<file path="src/rtl/breath_led_pwm.sv">
// Breathing-LED PWM driver: duty cycle ramps down then up via cascaded tick / period / ramp counters.
// Latency: led is registered and reflects the counter state of the previous sys_clk cycle.
// Backpressure: none; free-running with no handshakes.
module breath_led_pwm #(
    parameter logic [6:0] CNT_2US_MAX = 7'd100,
    parameter logic [9:0] CNT_2MS_MAX = 10'd1000,
    parameter logic [9:0] CNT_2S_MAX  = 10'd1000
) (
    input  logic sys_clk,
    input  logic sys_rst_n,
    output logic led
);

    localparam int US_W  = $bits(CNT_2US_MAX);
    localparam int MS_W  = $bits(CNT_2MS_MAX);
    localparam int S_W   = $bits(CNT_2S_MAX);
    localparam int CMP_W = (MS_W > S_W) ? MS_W : S_W;

    localparam logic [US_W-1:0] US_LAST = US_W'(CNT_2US_MAX - 1'b1);
    localparam logic [MS_W-1:0] MS_LAST = MS_W'(CNT_2MS_MAX - 1'b1);
    localparam logic [S_W-1:0]  S_LAST  = S_W'(CNT_2S_MAX - 1'b1);

    logic [US_W-1:0]  cnt_2us;
    logic [MS_W-1:0]  cnt_2ms;
    logic [S_W-1:0]   cnt_2s;
    logic             dir;

    logic             tick_2us;
    logic             tick_2ms;
    logic             phase_end;
    logic [CMP_W-1:0] level_ext;
    logic [CMP_W-1:0] step_ext;
    logic             led_on;

    assign tick_2us  = (cnt_2us == US_LAST);
    assign tick_2ms  = tick_2us && (cnt_2ms == MS_LAST);
    assign phase_end = tick_2ms && (cnt_2s == S_LAST);

    // Fine tick: with CNT_2US_MAX = 1 the counter sits at 0 and ticks every cycle.
    always_ff @(posedge sys_clk or negedge sys_rst_n) begin
        if (!sys_rst_n) begin
            cnt_2us <= '0;
        end else if (tick_2us) begin
            cnt_2us <= '0;
        end else begin
            cnt_2us <= cnt_2us + 1'b1;
        end
    end

    // PWM position within the period; doubles as the duty level being compared.
    always_ff @(posedge sys_clk or negedge sys_rst_n) begin
        if (!sys_rst_n) begin
            cnt_2ms <= '0;
        end else if (tick_2ms) begin
            cnt_2ms <= '0;
        end else if (tick_2us) begin
            cnt_2ms <= cnt_2ms + 1'b1;
        end
    end

    // Ramp step: one step per PWM period.
    always_ff @(posedge sys_clk or negedge sys_rst_n) begin
        if (!sys_rst_n) begin
            cnt_2s <= '0;
        end else if (phase_end) begin
            cnt_2s <= '0;
        end else if (tick_2ms) begin
            cnt_2s <= cnt_2s + 1'b1;
        end
    end

    always_ff @(posedge sys_clk or negedge sys_rst_n) begin
        if (!sys_rst_n) begin
            dir <= 1'b0;
        end else if (phase_end) begin
            dir <= ~dir;
        end
    end

    assign level_ext = CMP_W'(cnt_2ms);
    assign step_ext  = CMP_W'(cnt_2s);

    // dir=0 fades out (lit while level > step), dir=1 fades in (lit while level <= step).
    always_comb begin
        led_on = 1'b0;
        if (dir) begin
            led_on = (level_ext <= step_ext);
        end else begin
            led_on = (level_ext > step_ext);
        end
    end

    // Active-low LED pin, dark in reset.
    always_ff @(posedge sys_clk or negedge sys_rst_n) begin
        if (!sys_rst_n) begin
            led <= 1'b1;
        end else begin
            led <= ~led_on;
        end
    end

endmodule

</file>
<file path="config.mk">
export PLATFORM = sky130hd
export DESIGN_NAME = breath_led_pwm
export DESIGN_NICKNAME = d
export VERILOG_FILES = /design/src/rtl/breath_led_pwm.sv
export SDC_FILE = /design/constraint.sdc
export NUM_CORES = 1
export LEC_CHECK = 0
export ABC_CLOCK_PERIOD_IN_PS = 5600
export BUFFER_PORTS_ARGS = -buffer_cell sky130_fd_sc_hd__buf_2
export CELL_PAD_IN_SITES_DETAIL_PLACEMENT = 1
export CELL_PAD_IN_SITES_GLOBAL_PLACEMENT = 1
export CORE_ASPECT_RATIO = 0.75
export CORE_MARGIN = 2
export CORE_UTILIZATION = 35
export CTS_CLUSTER_DIAMETER = 200
export DETAILED_ROUTE_END_ITERATION = 8
export MAX_ROUTING_LAYER = met4
export PLACE_DENSITY_LB_ADDON = 0.1
export SLEW_MARGIN = 20
export SYNTH_ARGS = -nofsm -noshare
export SYNTH_HDL_FRONTEND = slang
export SYNTH_SLANG_ARGS = --single-unit
</file>
<file path="constraint.sdc">
create_clock -name sys_clk -period 5.6 [get_ports sys_clk]
set_clock_uncertainty 0.2 [all_clocks]
set_input_delay 0.28 -clock sys_clk [delete_from_list [all_inputs] [get_ports sys_clk]]
set_output_delay 0.28 -clock sys_clk [all_outputs]
set_load 0.02 [all_outputs]
</file>
Word-level counts from Yosys, hierarchy flattened. Index checks and enable logic that the tools add are counted.

Add/subtract/negate cells: 3. Order comparisons: 2. Eq/ne operators: 3. Muxes and demuxes: 6. Bitwise logic cells: 2. Reduce and logical (&&, ||, !) cells: 4.

Operators with widths (count): $mux W10 (4); $add A10 B1 Y10 const B (2); $eq A10 B10 Y1 const B (2); $gt A10 B10 Y1 (1); $le A10 B10 Y1 (1); $add A7 B1 Y7 const B (1); $eq A7 B7 Y1 const B (1); $mux W7 (1); $reduce_bool A2 Y1 (2); $logic_and A1 B1 Y1 (2); $not A1 Y1 (2); $mux W1 (1).

Bits in registers: 29. Input port bits: 2. Output and inout bits: 1. Word-level logic and storage cells: 25.

Longest topological paths before layout.
Word-level depth: 4. Depth in mapped cells: 6. Mapped depth without buffers: 6.

Worst setup path after synthesis. No wires, ideal clock.

Path type: register to register. From: reg cnt_2us[4]. To: reg cnt_2ms[7]. Setup time: 73 ps. Arrival time: 1881 ps. Data required time: 5327 ps. Path slack: 3446 ps. Stages on the path, launching flop included: 6. Path buffers: 1. Cell sequence: dfrtp_1 > or3_1 > buf_6 > or4_4 > or3_1 > a21oi_2.

Word-level cells in the longest chain between the ends: 3. Elaborated cells between the ends (all ways): 4. Classes of those cells: eq/ne (1); mux (1); reduce/logical (2).

Ends and longest elaborated chain: from (decl) (line 23) `logic [US_W-1:0] cnt_2us;`; from (signal assigned) (line 46) `cnt_2us <= cnt_2us + 1'b1;`; $eq A7 B7 Y1 * (line 35) `assign tick_2us = (cnt_2us == US_LAST);`; $logic_and A1 B1 Y1 (line 36) `assign tick_2ms = tick_2us && (cnt_2ms == MS_LAST);`; $mux W10 / $reduce_bool A2 Y1 (equally long branches); to (signal assigned) (line 57) `cnt_2ms <= cnt_2ms + 1'b1;`; to (decl) (line 24) `logic [MS_W-1:0] cnt_2ms;`.

Every way passes the cells marked *; elsewhere a longest branch is shown, timed or not. A chain may end at the register's enable or synchronous reset.

Worst setup path in the final report.
From: reg cnt_2us[0]. To: reg cnt_2s[9].

Word-level cells in the longest chain between the ends: 4. Elaborated cells between the ends (all ways): 5. Classes of those cells: eq/ne (1); mux (1); reduce/logical (3).

Ends and longest elaborated chain: $eq A7 B7 Y1 * (line 35); $logic_and A1 B1 Y1 * (line 36); $logic_and A1 B1 Y1 (line 37) `assign phase_end = tick_2ms && (cnt_2s == S_LAST);`; $mux W10 / $reduce_bool A2 Y1 (equally long branches); to (signal assigned) (line 68) `cnt_2s <= cnt_2s + 1'b1;`; to (decl) (line 25) `logic [S_W-1:0] cnt_2s;`.

Marked as above.

==> metrics.yaml <==
final_layout:
  final_common_cell: "dfrtp_1"
  syn_to_final_growth_pct: 8.664
  fin_area_um2: 1883
  final_cells: 250
  nFillCells: 558
  final_cell_mix: "dfrtp_1, nand2_1, ha_1"
  fin_nets: 204
  drive_gt1_frac: 0.08421
  diodes: 0
worst_setup_path:
  cp.required_ps: 5480
  arrival_ps: 2320
  worstPathMaxFanout: 10
  cp-start-kind: "flip-flop"
  end_kind: "flip-flop"
  worstSetupPathType: "flip-flop to flip-flop"
placement:
  dp.cells: 241
  dpl.hpwl_um: 3550
  io_buffers: 2
  dp_slack_ps: 3196
  place_congestion: 0.8720
  placed_area_um2: 1790
global_routing:
  antenna_found_initial: 0
  overflow: 0
  grt_max_degree: 30
  grt_pass1_wl_um: 8093
  track_usage: 0.1994
  grt_pass1_vias: 1496
synthesis:
  synth_top_area_frac: 0.4043
  yosysTopAreaCell: "dfrtp_1"
  postSynthAreaPerCell_um2: 9.469
  async_reset_ff_frac: 1.000
  postSynthCellCount: 183
  ys_ff_latch: 29
  ys_seq_area_frac: 0.4195
  yosys-top-cells-area: "dfrtp_1, ha_1, xnor2_1"
  ys_warn_count: 0
  syn_nets: 198
  synthDistinctLibCells: 44
  synth_edf_count: 0
  netlist_area_um2: 1733
  synth_top_flop_cell: "dfrtp_1"
clock_network:
  cts_tree: "built"
  clkSlewWorstSetupHoldPaths_ps: 70
  cts_made_buffers: 5
  clk_root_buffer_cell: "clkbuf_8"
  cts_buffer_depth: 2
  cts_sinks: 29
  clkLatencyLatePin_ps: 290
  cts_resized: 0
  ctsHtreeMaxLevel: 2
pwr:
  p_sw_frac: 0.2315
  switchingPower_w: 0.00008919
  p_clk_frac: 0.444
  internal-power_w: 0.0002962
  sequentialPowerShare: 0.544
  p_leak_nw: 0.7135
  ir_drop_mv: 0.09645
  pwr-share-comb: 0.013
  power.density_nw_per_um2: 204.6
  fin_total_pwr_w: 0.0003854
timing:
  fmax_mhz: 409.8
  min_period_over_period: 0.4358
  rsz0062_at_grt: "no"
  finalMaxSlewViolations: 0
  setup_ws_ps: 3160
  fin_tns_setup_ps: 0
  relSlewSlack: 0.2691
  hold_viol_final: 0
  setup_violations: 0
  worstMarginPinSlew_ps: 1088
  period_needed_ps: 2440
floorplan:
  rows: 22
  die_x_um: 85.25
  die_area_um2: 5536
  core_area_um2: 4817
  ios: 3
  fp.dieH_um: 64.94
  start_util: 0.3597
hold_path:
  hp-class: "flip-flop to flip-flop"
routing:
  postRouteAntennaNets: 0
  remaining_drc_errors: 0
  wire_per_inst_um: 18.52
  wirelength_um: 4631
  avgViaCountPerCell: 5.752
  first_iter_violations: 80
  vias: 1438
  dr.pass1.iters: 4
status:
  status: "finished, final reports clean"
run:
  drv_cap: 0
[through the flow]
stage	util	hold WS (ps)
6_report	0.3909	299.1
5_1_grt	0.3909	321.2
4_1_cts	0.3909	297.2
3_5_place_dp	0.3717	167.3
3_3_place_gp	0.3717	154.2
2_1_floorplan	-	-215.6
[cell type report]
| type | count | area (um^2) | share of cell area |
|---|---|---|---|
| Clock inverter | 2 | 10.01 | 0.005316 |
| Clock buffer | 6 | 72.57 | 0.03854 |
| Inverter | 12 | 45.04 | 0.02392 |
| Timing Repair Buffer | 3 | 20.02 | 0.01063 |
| Tap cell | 60 | 75.07 | 0.03987 |
| Sequential cell | 29 | 726.9 | 0.3860 |
| Multi-Input combinational cell | 138 | 933.4 | 0.4957 |
[worst max-delay path: stages (launching register included)]
cell      delay [ps]
dfrtp_1          400
ha_1             290
nand3_1          280
or3_1            620
o21ai_0          230
o311ai_0         220
[metal layers]
metal	track usage	up-vias	routed length (um)
li1	-	696	-
met1	0.2959	707	2549
met2	0.2627	24	1802
met3	0.05605	11	190
met4	0.05357	0	89
met5	-	-	0
[power groups by stage]
stage	Clock (W)	Combinational, W	Sequential (W)
after floorplan	0	0.000000000284	0.000213
after global placement	0	0.00000469	0.000213
after detailed placement	0	0.00000488	0.000213
after CTS	0.000174	0.00000541	0.000209
after global routing	0.000188	0.00000594	0.000209
final	0.000171	0.00000495	0.000209
[final timing paths]
kind	start	depth (start not counted)	end	slack (ps)
setup / recovery	cnt_2us[0]$_DFF_PN0_	5	cnt_2s[9]$_DFFE_PN0P_	3160
hold / removal	cnt_2us[4]$_DFF_PN0_	1	cnt_2us[4]$_DFF_PN0_	300
setup reg to reg	cnt_2us[0]$_DFF_PN0_	5	cnt_2s[9]$_DFFE_PN0P_	3160
hold reg to reg	cnt_2us[4]$_DFF_PN0_	1	cnt_2us[4]$_DFF_PN0_	300
max in group asynchronous	sys_rst_n	2	cnt_2s[3]$_DFFE_PN0P_	4390
min in group asynchronous	sys_rst_n	2	cnt_2ms[2]$_DFFE_PN0P_	370
[state kept, by name (all words and copies together) (netlist names)]
| name | cells |
|---|---|
| cnt_2s | 10 |
| dir | 1 |
| led | 1 |
| cnt_2us | 7 |
| cnt_2ms | 10 |
[synth_stat cells (2+ instances only)]
cell / n
a211oi_1: 4
a21oi_1: 3
a22o_1: 2
a31oi_1: 3
dfrtp_1: 28
ha_1: 13
inv_1: 12
nand2_1: 15
nand2b_1: 4
nand3_1: 12
nand4_1: 6
nor2_1: 11
nor3_1: 7
nor4_1: 6
o211ai_1: 5
o21ai_0: 12
or3_1: 4
xnor2_1: 10
[repair_timing]
item / 4_1_cts / 5_1_grt
setup endpoints to repair: 0 / 0
setup buffers: 0 / 0
hold buffers: 1 / 0
hold endpoints to repair: 28 / 0
[kinds of logic (layout without fill, tap and decap cells)]
family	Yosys count	in the layout	share of synthesized area
AO/OA/AOI/OAI	38	38	0.1480
XOR/XNOR	11	11	0.05559
adder cells (fa/ha/maj)	13	13	0.09387
buffers and inverters	16	23	0.04187
flip-flops	29	29	0.4195
multiplexers	1	1	0.005776
AND/OR/NAND/NOR	75	75	0.2354
Note: power is estimated with default switching activity, not from simulation.
